===== src/rtl/adder_arb_pkg.sv =====
// Shared types and constants for the adder arbiter slice.
// Latency: n/a (types, constants and a helper function only).
// Backpressure: n/a.
//
// Contents: output-slot state enum, default datapath width, requester-tag width helper.
package adder_arb_pkg;

    // Default operand and sum width.
    localparam int ADDER_ARB_W = 64;

    // Output-slot occupancy: EMPTY means resp_valid=0, FULL means resp_valid=1.
    typedef enum logic {
        ARB_EMPTY = 1'b0,
        ARB_FULL  = 1'b1
    } arb_state_e;

    // Tag width for NREQ requesters, never narrower than one bit.
    function automatic int arb_idw(input int nreq);
        return (nreq <= 2) ? 1 : $clog2(nreq);
    endfunction

endpackage


===== src/rtl/adder_arbiter_adder.sv =====
// Shared combinational W-bit adder; carry-out is dropped.
// Latency: 0 cycles (purely combinational).
// Backpressure: none; output follows inputs.
//
// Ports: a, b (operands), out ((a+b) mod 2^W).
module adder_arbiter_adder #(
    parameter int W = 64
) (
    input  logic [W-1:0] a,
    input  logic [W-1:0] b,
    output logic [W-1:0] out
);

    assign out = a + b;

endmodule


===== src/rtl/adder_arbiter.sv =====
// Round-robin arbiter sharing one W-bit adder among NREQ requesters; result held in a one-entry slot.
// Latency: 1 cycle from accept (req_ready high at edge N) to resp_* valid after edge N.
// Backpressure: slot FULL with resp_ready=0 holds all outputs and drives req_ready=0; drain+refill in one cycle.
//
// Ports:
//   clk, rst_n             clock, asynchronous active-low reset
//   req_valid/req_ready    per-requester handshake (req_ready one-hot or zero)
//   req_a, req_b           per-requester operands
//   resp_valid/resp_ready  result handshake
//   resp_sum, resp_id      registered sum and index of the requester that produced it
//   resp_ovf               registered signed overflow (present only when ADDER_ARB_OVF_EN is defined)
module adder_arbiter
    import adder_arb_pkg::*;
#(
    parameter  int NREQ = 2,
    parameter  int W    = ADDER_ARB_W,
    localparam int IDW  = arb_idw(NREQ)
) (
    input  logic                     clk,
    input  logic                     rst_n,
    input  logic [NREQ-1:0]          req_valid,
    output logic [NREQ-1:0]          req_ready,
    input  logic [NREQ-1:0][W-1:0]   req_a,
    input  logic [NREQ-1:0][W-1:0]   req_b,
    output logic                     resp_valid,
    input  logic                     resp_ready,
    output logic [W-1:0]             resp_sum,
    output logic [IDW-1:0]           resp_id
`ifdef ADDER_ARB_OVF_EN
    ,
    output logic                     resp_ovf
`endif
);

    arb_state_e     state_q;
    arb_state_e     state_d;
    logic [IDW-1:0] rr_ptr_q;
    logic [IDW-1:0] gnt_id;
    logic           gnt_found;
    logic           can_accept;
    logic           accept;
    logic [W-1:0]   gnt_a;
    logic [W-1:0]   gnt_b;
    logic [W-1:0]   sum;
    logic [IDW-1:0] rr_ptr_nxt;

    // Circular search for the first valid requester starting at rr_ptr.
    always_comb begin
        int idx;
        idx       = 0;
        gnt_found = 1'b0;
        gnt_id    = '0;
        for (int k = 0; k < NREQ; k++) begin
            idx = int'(rr_ptr_q) + k;
            if (idx >= NREQ) begin
                idx = idx - NREQ;
            end
            if (!gnt_found && req_valid[idx]) begin
                gnt_found = 1'b1;
                gnt_id    = IDW'(idx);
            end
        end
    end

    // The slot can take a new result when empty, or when it is being drained this cycle.
    assign can_accept = (state_q == ARB_EMPTY) || resp_ready;

    // rst_n gates req_ready so nothing is handshaken while reset is held.
    always_comb begin
        req_ready = '0;
        if (rst_n && can_accept && gnt_found) begin
            req_ready[gnt_id] = 1'b1;
        end
    end

    assign accept = |req_ready;

    // Granted operand mux feeding the single shared adder.
    assign gnt_a = req_a[gnt_id];
    assign gnt_b = req_b[gnt_id];

    adder_arbiter_adder #(
        .W (W)
    ) u_adder (
        .a   (gnt_a),
        .b   (gnt_b),
        .out (sum)
    );

    assign rr_ptr_nxt = (int'(gnt_id) == NREQ - 1) ? '0 : gnt_id + IDW'(1);

    // Slot occupancy FSM.
    always_ff @(posedge clk or negedge rst_n) begin
        if (!rst_n) begin
            state_q <= ARB_EMPTY;
        end else begin
            state_q <= state_d;
        end
    end

    always_comb begin
        state_d = state_q;
        case (state_q)
            ARB_EMPTY: begin
                if (accept) begin
                    state_d = ARB_FULL;
                end
            end
            ARB_FULL: begin
                if (accept) begin
                    state_d = ARB_FULL;
                end else if (resp_ready) begin
                    state_d = ARB_EMPTY;
                end
            end
            default: state_d = ARB_EMPTY;
        endcase
    end

    assign resp_valid = (state_q == ARB_FULL);

    // Result register and round-robin pointer; both only move on accept,
    // so a drain without refill leaves sum and id holding their last value.
    always_ff @(posedge clk or negedge rst_n) begin
        if (!rst_n) begin
            resp_sum <= '0;
            resp_id  <= '0;
            rr_ptr_q <= '0;
        end else if (accept) begin
            resp_sum <= sum;
            resp_id  <= gnt_id;
            rr_ptr_q <= rr_ptr_nxt;
        end
    end

`ifdef ADDER_ARB_OVF_EN
    // Signed overflow: operands share a sign that the sum does not.
    always_ff @(posedge clk or negedge rst_n) begin
        if (!rst_n) begin
            resp_ovf <= 1'b0;
        end else if (accept) begin
            resp_ovf <= (gnt_a[W-1] == gnt_b[W-1]) && (sum[W-1] != gnt_a[W-1]);
        end
    end
`endif

endmodule


===== config.mk =====
export PLATFORM = sky130hd
export DESIGN_NAME = adder_arbiter
export DESIGN_NICKNAME = d
export VERILOG_FILES = /design/src/rtl/adder_arb_pkg.sv /design/src/rtl/adder_arbiter_adder.sv /design/src/rtl/adder_arbiter.sv
export SDC_FILE = /design/constraint.sdc
export NUM_CORES = 1
export LEC_CHECK = 0
export ABC_CLOCK_PERIOD_IN_PS = 7900
export CORE_ASPECT_RATIO = 1.1
export CORE_UTILIZATION = 45
export DETAILED_ROUTE_END_ITERATION = 8
export GPL_ROUTABILITY_DRIVEN = 0
export PLACE_DENSITY = 0.83
export SLEW_MARGIN = 25
export SYNTH_ARGS = -nofsm -noshare
export SYNTH_HDL_FRONTEND = slang
export SYNTH_SLANG_ARGS = --single-unit

===== constraint.sdc =====
create_clock -name clk -period 7.9 [get_ports clk]
set_clock_uncertainty 0.1 [all_clocks]
set_input_delay 1.975 -clock clk [delete_from_list [all_inputs] [get_ports clk]]
set_output_delay 1.975 -clock clk [all_outputs]
set_load 0.05 [all_outputs]

==> reports/metrics.yaml, run 1 <==
final.min_clock_period_ps: 6275
synth_edf_count: 0
cts_htree_levels: 3
hold_depth: 1
grtUsageMet1: 0.3115
grt.total_usage: 0.2649
area_delta_synth_final_pct: 47.17
antenna_cells: 0
fin_util: 0.6749
cts_resized: 0
postSynthAreaPerCell_um2: 8.369
grt_pass1_wl_um: 37850
powerDensity_nw_per_um2: 229.9
fin_crit_sh: 0.7943
rsz0062_at_grt: "no"
rows: 50
ir_worst_vdd_mv: 0.1187
dr_total_vias: 8094
slowest_stage: "o41ai_2"
drt-wirelength-per-cell_um: 16.62
busiest_layer: "met2"
cp-start-kind: "input port"
required_ps: 7980
synth_area_leaders: "dfrtp_1, mux2_2, ha_1"
p_int_uw: 1385
crit_type: "in2reg"
crit_top_cell: "o21ai_1"
cts_sinks: 67
die_area_um2: 17810
multi_input_area_um2: 5789
grt_pass1_vias: 7688
ant_nets: 0
use_met2: 0.4866
synth_top_area_share: 0.2156
overflow: 0
vias_per_cell: 5.586
path_clk_slew_ps: 60
drt_iter0_markers: 555
clock_path_buffers: 2
switching_share: 0.4737
ios: 329
cts_made_buffers: 9
synthCells: 929
clkPwrFrac: 0.155
setup_viol: 0
dp_hpwl_um: 19430
root_buffer: "clkbuf_16"
combPwrFrac: 0.645
slew_headroom: 0.3563
core-area_um2: 16950
n_fill_cell: 1426
antenna_found_initial: 0
cap_viol_max_count: 0
worstPathCellList: "clkdlybuf4s50_1 -> inv_1 -> o21ai_4 -> buf_12 -> mux2_2 -> ha_1 -> o21ai_1 -> o21ai_1 -> nand4b_1 -> a31oi_1 -> a41oi_2 -> o41ai_2 -> a31o_2 -> a21oi_1 -> xor2_1 -> o21ai_1"
slew_violations: 0
critPathCaptureType: "flop"
reg2reg_depth: 14
initial_core_util: 0.4586
gr-usage-met3: 0.03960
cts_setup_buffers: 0
synth_cell_type_count: 70
arrival_ps: 6360
cts_hold_buffers: 0
firstDrtPassIters: 6
min_path_type: "reg2reg"
netlist.top_cell.by_area: "dfrtp_1"
worstMarginPinSlew_ps: 965.5
synth_flop_cell: "dfrtp_1"
fin_tns_setup_ps: 0
grt_max_degree: 107
switching_power_uw: 1246
die_y_um: 139.9
crit_fanout: 71
drive_gt1_frac: 0.1514
netlist_area_um2: 7775
dp_worst_setup_slack_ps: 1341
numPortBuffers: 328
yosysWarningCount: 0
clk_latency_ps: 340
status: "completed"
num-nets-final: 1535
slowest_delay_ps: 550
die_w_um: 127.3
setup_slack_ps: 1625
cts_tree: "done"
finalHoldViolations: 0
ys_async_sr_fraction: 1.000
fmax_ghz: 0.1594
seqCellArea_um2: 1677
ys_seq_area_frac: 0.2156
routed_wirelength_um: 24080
synth_seq_cells: 67
p_leak_uw: 0.004726
seqPwrFrac: 0.200
synth_nets: 1254
drc: 0
## metrics by stage
step                      hold WS, ps  instances  area (um2)  total power [uW]
after floorplan                 360.8        929        7775              1648
after global placement          356.7       1433       11150              2188
after detailed placement        366.0       1433       11150              2217
after CTS                       378.7       1449       11440              2634
after global routing            394.6       1449       11440              2779
final                           377.4       1449       11440              2631
## power by group through the flow
stage	sequential, uW	clock (uW)	combinational (uW)
final	526	408	1700
after global placement	523	0	1660
after CTS	526	414	1690
after floorplan	939	0	709
after global routing	539	431	1810
after detailed placement	531	0	1690
## area by class of cell
cell class / count / share of cell area
Tap cell: 234 / 0.02559
Clock inverter: 5 / 0.004593
Multi-Input combinational cell: 784 / 0.5060
Sequential cell: 67 / 0.1465
Inverter: 15 / 0.005030
Timing Repair Buffer: 333 / 0.2911
Clock buffer: 11 / 0.02121
## kinds of logic after synthesis
family | share of synthesized area
DFF | 0.2156
buffers and inverters | 0.04216
AOI/OAI and AO/OA | 0.2354
xor gates and xnor gates | 0.06421
and+or+nand+nor | 0.1548
adders and majority gates | 0.1040
muxes | 0.1838
## path summary, 6_finish.rpt
| kind | start | to | slack (ps) |
|---|---|---|---|
| worst max-delay path | req_valid[0] | resp_sum[55]$_DFFE_PN0P_ | 1620 |
| worst min-delay path | resp_id$_DFFE_PN0P_ | resp_id$_DFFE_PN0P_ | 380 |
| worst max register to register | rr_ptr_q$_DFFE_PN0P_ | resp_sum[55]$_DFFE_PN0P_ | 3410 |
| worst min register to register | resp_id$_DFFE_PN0P_ | resp_id$_DFFE_PN0P_ | 380 |
| max in group asynchronous | rst_n | resp_sum[44]$_DFFE_PN0P_ | 5350 |
| min in group asynchronous | rst_n | resp_sum[57]$_DFFE_PN0P_ | 1760 |
## synthesized netlist by cell type (all sizes together) (3+ instances only)
| cell | instances |
|---|---|
| nor3 | 13 |
| o31ai | 6 |
| nor2 | 40 |
| or4 | 4 |
| a211o | 3 |
| o21ai | 97 |
| inv | 14 |
| dfrtp | 67 |
| o21bai | 14 |
| clkbuf | 43 |
| a21o | 35 |
| a211oi | 4 |
| a221o | 3 |
| o21a | 8 |
| mux2 | 126 |
| nand3 | 18 |
| o211ai | 6 |
| and3 | 3 |
| nand4 | 26 |
| and2 | 5 |
| nand2b | 7 |
| xnor2 | 31 |
| o41ai | 3 |
| a31oi | 5 |
| nor2b | 7 |
| ha | 63 |
| nand2 | 119 |
| xor2 | 26 |
| a21oi | 76 |
| buf | 20 |
| a221oi | 3 |
| or2 | 7 |
## flip-flops by register name, indices dropped and copies added, names as in the netlist
| signal | cells |
|---|---|
| resp_sum | 64 |
| resp_id | 1 |
| rr_ptr_q | 1 |
| resp_valid | 1 |
## critical path: cells and delay by family
family,cells,cell delay [ps]
fa+ha+maj,1,380
buf+inv,3,880
xor+xnor,1,130
simple gates,1,190
mux,1,390
compound gates,9,2380
## cell usage in the layout, fill, tap and decap left out, types with 26 or more instances in the layout
| cell | netlist | layout |
|---|---|---|
| a21o_1 | 34 | 34 |
| a21oi_1 | 73 | 73 |
| clkdlybuf4s50_1 | 0 | 327 |
| dfrtp_1 | 67 | 67 |
| ha_1 | 63 | 63 |
| mux2_2 | 126 | 126 |
| nand2_1 | 118 | 118 |
| nor2_1 | 40 | 40 |
| o21ai_0 | 76 | 75 |
| xnor2_1 | 31 | 31 |
| xor2_1 | 26 | 26 |
## layer usage
layer | wire length [um] | share of wire
met1 | 9790 | 0.41
met2 | 12440 | 0.52
met5 | 0 | 0
met3 | 1278 | 0.053
met4 | 565 | 0.023
Power figures use the tool's default switching activity.
==> run 2: changes to the inputs <==
--- a/config.mk
+++ b/config.mk
@@ -5,12 +5,12 @@
 export SDC_FILE = /design/constraint.sdc
 export NUM_CORES = 1
 export LEC_CHECK = 0
-export ABC_CLOCK_PERIOD_IN_PS = 7900
+export ABC_CLOCK_PERIOD_IN_PS = 5100
 export CORE_ASPECT_RATIO = 1.1
-export CORE_UTILIZATION = 45
+export CORE_UTILIZATION = 40
 export DETAILED_ROUTE_END_ITERATION = 8
 export GPL_ROUTABILITY_DRIVEN = 0
-export PLACE_DENSITY = 0.83
+export PLACE_DENSITY = 0.78
 export SLEW_MARGIN = 25
 export SYNTH_ARGS = -nofsm -noshare
 export SYNTH_HDL_FRONTEND = slang
==> constraint.sdc (replaced) <==
create_clock -name clk -period 5.1 [get_ports clk]
set_clock_uncertainty 0.1 [all_clocks]
set_input_delay 1.275 -clock clk [delete_from_list [all_inputs] [get_ports clk]]
set_output_delay 1.275 -clock clk [all_outputs]
set_load 0.05 [all_outputs]
==> run 2 against run 1 <==
Wire length increased by 8.8%. Flip-flop and latch count unchanged. First-iteration DRC count decreased by 28%. Sequential power increased by 56%. Critical endpoint unchanged.
==> reports/metrics.yaml, run 2 (synthesized netlist as in run 1, its figures left out) <==
status: "completed"
dr_total_vias: 8719
rows: 53
path_clk_slew_ps: 60
cts_made_buffers: 9
die_area_um2: 20000
firstDrtPassIters: 5
min_path_type: "reg2reg"
root_buffer: "clkbuf_16"
powerDensity_nw_per_um2: 345.3
cts_htree_levels: 3
drc: 0
slew_violations: 0
holdCritStartpoint: "resp_sum[36]$_DFFE_PN0P_"
drt-wirelength-per-cell_um: 16.09
required_ps: 5190
dp_hpwl_um: 21110
setup_viol: 0
cp-start-kind: "input port"
grt_pass1_wl_um: 41170
top_register: "resp_sum"
rsz0062_at_grt: "yes"
clk_latency_ps: 340
clock_path_buffers: 2
layout_common_cells: "clkdlybuf4s50_1, buf_4, mux2_2"
worstMarginPinSlew_ps: 826.9
critPathCaptureType: "flop"
drt-met1-wl_um: 10210
r2r_end: "resp_sum[55]$_DFFE_PN0P_"
largest_reg_flops: 64
wl_met2_um: 13920
numPortBuffers: 328
routed_wirelength_um: 26190
crit_start: "req_valid[0]"
p_leak_uw: 0.005603
regToRegSetupSlack_ps: 1130
cts_sinks: 67
crit_fanout: 15
dr_wl_met3_um: 1528
antenna_cells: 0
overflow: 0
drt_iter0_markers: 397
final_common_cell: "clkdlybuf4s50_1"
crit_type: "in2reg"
core-area_um2: 19100
final_cells: 1628
topRoutingLayerUsed: "met4"
fmax_ghz: 0.1994
cts_tree: "done"
grt_max_degree: 127
drive_gt1_frac: 0.2737
ios: 329
num-nets-final: 1701
endpoint: "resp_sum[55]$_DFFE_PN0P_"
cap_viol_max_count: 0
dp_cells: 1604
n_fill_cell: 1506
r2r_start: "rr_ptr_q$_DFFE_PN0P_"
finalHoldViolations: 0
antenna_found_initial: 0
area_delta_synth_final_pct: 67.80
dp_worst_setup_slack_ps: -446.5
initial_core_util: 0.4071
die_y_um: 148.2
slew_headroom: 0.4487
fin_crit_sh: 0.9832
final.min_clock_period_ps: 5014
grt_pass1_vias: 8788
die_w_um: 134.9
reg2reg_depth: 19
setup_slack_ps: 85.90
grt.total_usage: 0.2550
vias_per_cell: 5.356
ir_worst_vdd_mv: 0.2180
arrival_ps: 5100
ant_nets: 0
==> run 2: metal layers <==
metal | global-route usage | vias up
met1 | 0.2860 | 4070
met5 | 0 | -
met4 | 0.08427 | 0
met2 | 0.4851 | 321
met3 | 0.03885 | 39
li1 | - | 4289
==> run 2: through the flow <==
stage / cell area [um2] / power [uW] / setup TNS, ps / hold slack, ps / utilization
final: 13050 / 4504 / 0 / 371.3 / 0.6831
after global routing: 13050 / 4755 / -107.9 / 398.1 / 0.6831
after CTS: 12730 / 4432 / 0 / 378.0 / 0.6663
after global placement: 12380 / 3686 / -5714 / 361.9 / 0.6483
after detailed placement: 12380 / 3731 / -7424 / 363.7 / 0.6483
after floorplan: 7777 / 2553 / 0 / 368.3 / -
==> run 2: power by group <==
group,leakage (uW),internal (uW),total [uW],switching (uW)
Combinational,0.00463,1320,3010,1690
Clock,0.000147,426,675,249
Sequential,0.000823,714,820,106
==> run 2: worst min-delay path by stage <==
stage,endpoint,slack (ps),depth (start not counted)
2_1_floorplan,rr_ptr_q$_DFFE_PN0P_,370,2
4_1_cts,resp_sum[36]$_DFFE_PN0P_,380,2
5_1_grt,resp_sum[35]$_DFFE_PN0P_,400,2
3_3_place_gp,resp_sum[9]$_DFFE_PN0P_,360,2
6_report,resp_sum[36]$_DFFE_PN0P_,370,2
3_5_place_dp,resp_sum[36]$_DFFE_PN0P_,360,2
==> run 2: cell type report <==
type                    count  area (um2)  share of cell area
multi-input cells         784        6027              0.4620
inverters                  15       57.56            0.004412
clock inverters             7       92.59            0.007097
repair buffers            499        4658              0.3571
clock buffers               9       225.2             0.01726
flip-flops and latches     67        1677              0.1285
well taps                 247       309.0             0.02369
==> run 2: critical path: stages <==
cell and delay, ps:
clkdlybuf4s50_1 470, inv_1 60, o21ai_4 180, buf_6 160, buf_12 160, buf_12 150, buf_4 110, mux2_2 330
ha_1 310, nand2_1 110, buf_4 120, nor3_1 50, a221oi_1 280, o21ai_1 130, a41oi_2 290, o41ai_2 100
buf_4 160, a31o_2 270, a21oi_2 140, xor2_1 170, o21ai_1 80
==> run 2: repair_timing <==
action / 4_1_cts / 5_1_grt
endpoints found under the setup margin: 6 / 23
gates cloned: 0 / 1
gates resized for setup: 6 / 41
setup buffers: 0 / 6
pin swaps: 3 / 20
hold buffers: 0 / 0
==> run 3: changes to the inputs <==
--- a/config.mk
+++ b/config.mk
@@ -14,4 +14,5 @@
 export SLEW_MARGIN = 25
 export SYNTH_ARGS = -nofsm -noshare
 export SYNTH_HDL_FRONTEND = slang
+export SYNTH_HIERARCHICAL = 1
 export SYNTH_SLANG_ARGS = --single-unit
==> run 3 against run 2 <==
Clock power is 3.0% lower. Sequential share of layout area is 0.15 points higher. Total power is 16% higher. Critical endpoint is now resp_sum[54]$_DFFE_PN0P_. Largest cell class unchanged. Area after synthesis is 0.60% lower. Critical path depth stayed put. Cell area is 1.2% lower. Wire length is 5.2% higher. Register-to-register slack worse by 130 ps.
==> reports/metrics.yaml, run 3 <==
status: "completed"
crit_fanout: 7
ant_nets: 0
netlist_area_um2: 7729
hold_depth: 1
ys_seq_area_frac: 0.2169
reg2reg_depth: 19
synthCells: 829
overflow: 0
required_ps: 5220
drive_gt1_frac: 0.2525
die_area_um2: 19880
switching_power_uw: 2428
synth_top_area_share: 0.2169
crit_buf_inv: 7
r2r_end: "resp_sum[54]$_DFFE_PN0P_"
hold_ws_ps: 385.6
layout_common_cells: "clkdlybuf4s50_1, buf_4, mux2_2"
cts_tree: "done"
slew_violations: 0
multi_input_area_um2: 5847
switching_share: 0.4657
r2r_start: "rr_ptr_q$_DFFE_PN0P_"
crit_type: "in2reg"
yosysWarningCount: 6
rows: 52
synth-xor-area-share: 0.06799
synth_fa_ha_area_frac: 0.1046
synth-compound-area-share: 0.1815
gr-usage-met3: 0.04733
die_w_um: 134.5
core-area_um2: 18670
ios: 329
grtUsageMet1: 0.3158
drt_iter0_markers: 363
n_fill_cell: 1465
min_to: "resp_sum[9]$_DFFE_PN0P_"
num-nets-final: 1623
slew_headroom: 0.6109
grt_max_degree: 43
die_y_um: 147.8
cts_sinks: 67
worstMarginPinSlew_ps: 581.8
rsz0062_at_grt: "no"
antenna_cells: 0
synth_nets: 1154
cap_viol_max_count: 0
initial_core_util: 0.4139
combPwrFrac: 0.694
synthTopCellsByCount: "mux2_2, mux2_1, a21oi_1"
arrival_ps: 4930
p_int_uw: 2786
critPathCaptureType: "flop"
synth-simple-area-share: 0.1043
busiest_layer: "met2"
p_leak_uw: 0.005590
ir_worst_vdd_mv: 0.3755
final_common_cell: "clkdlybuf4s50_1"
grt.total_usage: 0.2775
synth_seq_cells: 67
min_path_type: "reg2reg"
root_buffer: "clkbuf_16"
crit_family: "compound AO/OA/AOI/OAI gates"
worstPathCellList: "dlymetal6s2s_1 -> inv_2 -> o21ai_4 -> buf_12 -> buf_4 -> buf_4 -> mux2_2 -> ha_1 -> a21o_1 -> nand3_2 -> a311o_1 -> a21o_1 -> nand2_2 -> buf_6 -> a41o_1 -> nand2_2 -> a21oi_4 -> buf_6 -> nand4_1 -> and4b_1 -> mux2_2"
cts_made_buffers: 9
use_met2: 0.5013
synth_top_family_by_area: "multiplexers"
slowest_delay_ps: 330
dp_hpwl_um: 22460
clock_path_buffers: 2
ys_async_sr_fraction: 1.000
numPortBuffers: 328
path_clk_slew_ps: 60
slowest_stage: "mux2_2"
final.min_clock_period_ps: 4802
firstDrtPassIters: 5
regToRegSetupSlack_ps: 1000
synth_most_common_cell: "mux2_2"
netlist.top_cell.by_area: "dfrtp_1"
synthMuxAreaShare: 0.2825
clk_latency_ps: 350
grt_pass1_wl_um: 43420
area_delta_synth_final_pct: 66.81
fin_crit_sh: 0.9416
clkPwrFrac: 0.126
fmax_ghz: 0.2082
holdCritStartpoint: "resp_sum[9]$_DFFE_PN0P_"
top_register: "resp_sum"
seqPwrFrac: 0.181
grt_pass1_vias: 8786
finalHoldViolations: 0
seqCellArea_um2: 1677
synth_edf_count: 0
fin_tns_setup_ps: 0
routed_wirelength_um: 27550
finalPower_uw: 5214
dr_total_vias: 8347
synth_flop_cell: "dfrtp_1"
cts_htree_levels: 3
vias_per_cell: 5.399
drt-wirelength-per-cell_um: 17.82
crit_start: "req_valid[0]"
fin_util: 0.6904
synth_area_leaders: "dfrtp_1, mux2_2, mux2_1"
setup_viol: 0
cp-start-kind: "input port"
largest_reg_flops: 64
drc: 0
powerDensity_nw_per_um2: 404.4
postSynthAreaPerCell_um2: 9.323
synth_cell_type_count: 58
antenna_found_initial: 0
==> run 3: changes by cell type after synthesis, moves of 9 or more <==
cell	previous run	this run
mux2_2	126	100
o21ai_1	19	3
o21ai_0	76	34
clkbuf_1	43	21
nand2_1	118	55
mux2_1	0	93
nand4_1	25	16
==> run 3: cells by family after synthesis <==
group,count (synthesis)
buffers and inverters,61
AO/OA/AOI/OAI,219
AND/OR/NAND/NOR,164
XOR/XNOR,60
multiplexers,194
flip-flops,67
adder cells (fa/ha/maj),64
==> run 3: metal layers <==
metal	vias to the layer above	wire (um)
met1	3972	11060
met3	69	1514
met5	-	0
li1	4009	-
met4	0	1017
met2	297	13960
==> run 3: what timing repair did <==
item | CTS | global route
endpoints found under the setup margin | 12 | 22
gates cloned | 0 | 1
setup buffers | 3 | 1
pin swaps | 4 | 8
gates resized for setup | 17 | 20
hold buffers | 0 | 0
==> run 3: cell type report <==
type | count | area share
timing repair buffer | 503 | 0.3647
multi-input combinational | 701 | 0.4535
clock inverter | 6 | 0.004950
inverter | 16 | 0.004658
sequential | 67 | 0.1300
tap | 243 | 0.02358
clock buffer | 10 | 0.01854
==> run 3: power by group through the flow <==
stage / logic, uW / clock network [uW] / registers (uW)
floorplan: 1210 / 0 / 1850
global placement: 3480 / 0 / 943
detailed placement: 3530 / 0 / 949
CTS: 3570 / 667 / 945
global route: 3820 / 694 / 981
finish: 3620 / 655 / 942
==> run 3: worst max path at each step <==
stage                                     to  cells after the start  slack, ps
floorplan           resp_sum[56]$_DFFE_PN0P_                     18        140
global placement    resp_sum[61]$_DFFE_PN0P_                     18       -450
detailed placement  resp_sum[54]$_DFFE_PN0P_                     19       -590
CTS                 resp_sum[54]$_DFFE_PN0P_                     18        -50
global route        resp_sum[54]$_DFFE_PN0P_                     21        150
finish              resp_sum[54]$_DFFE_PN0P_                     21        300
==> run 3: metrics by stage <==
step,cell area (um2),instances,worst slack [ps]
after global placement,12380,1525,-445.6
after floorplan,7729,829,138.0
final,12890,1546,297.7
after detailed placement,12380,1525,-591.2
after CTS,12760,1544,-50.29
after global routing,12890,1546,146.0
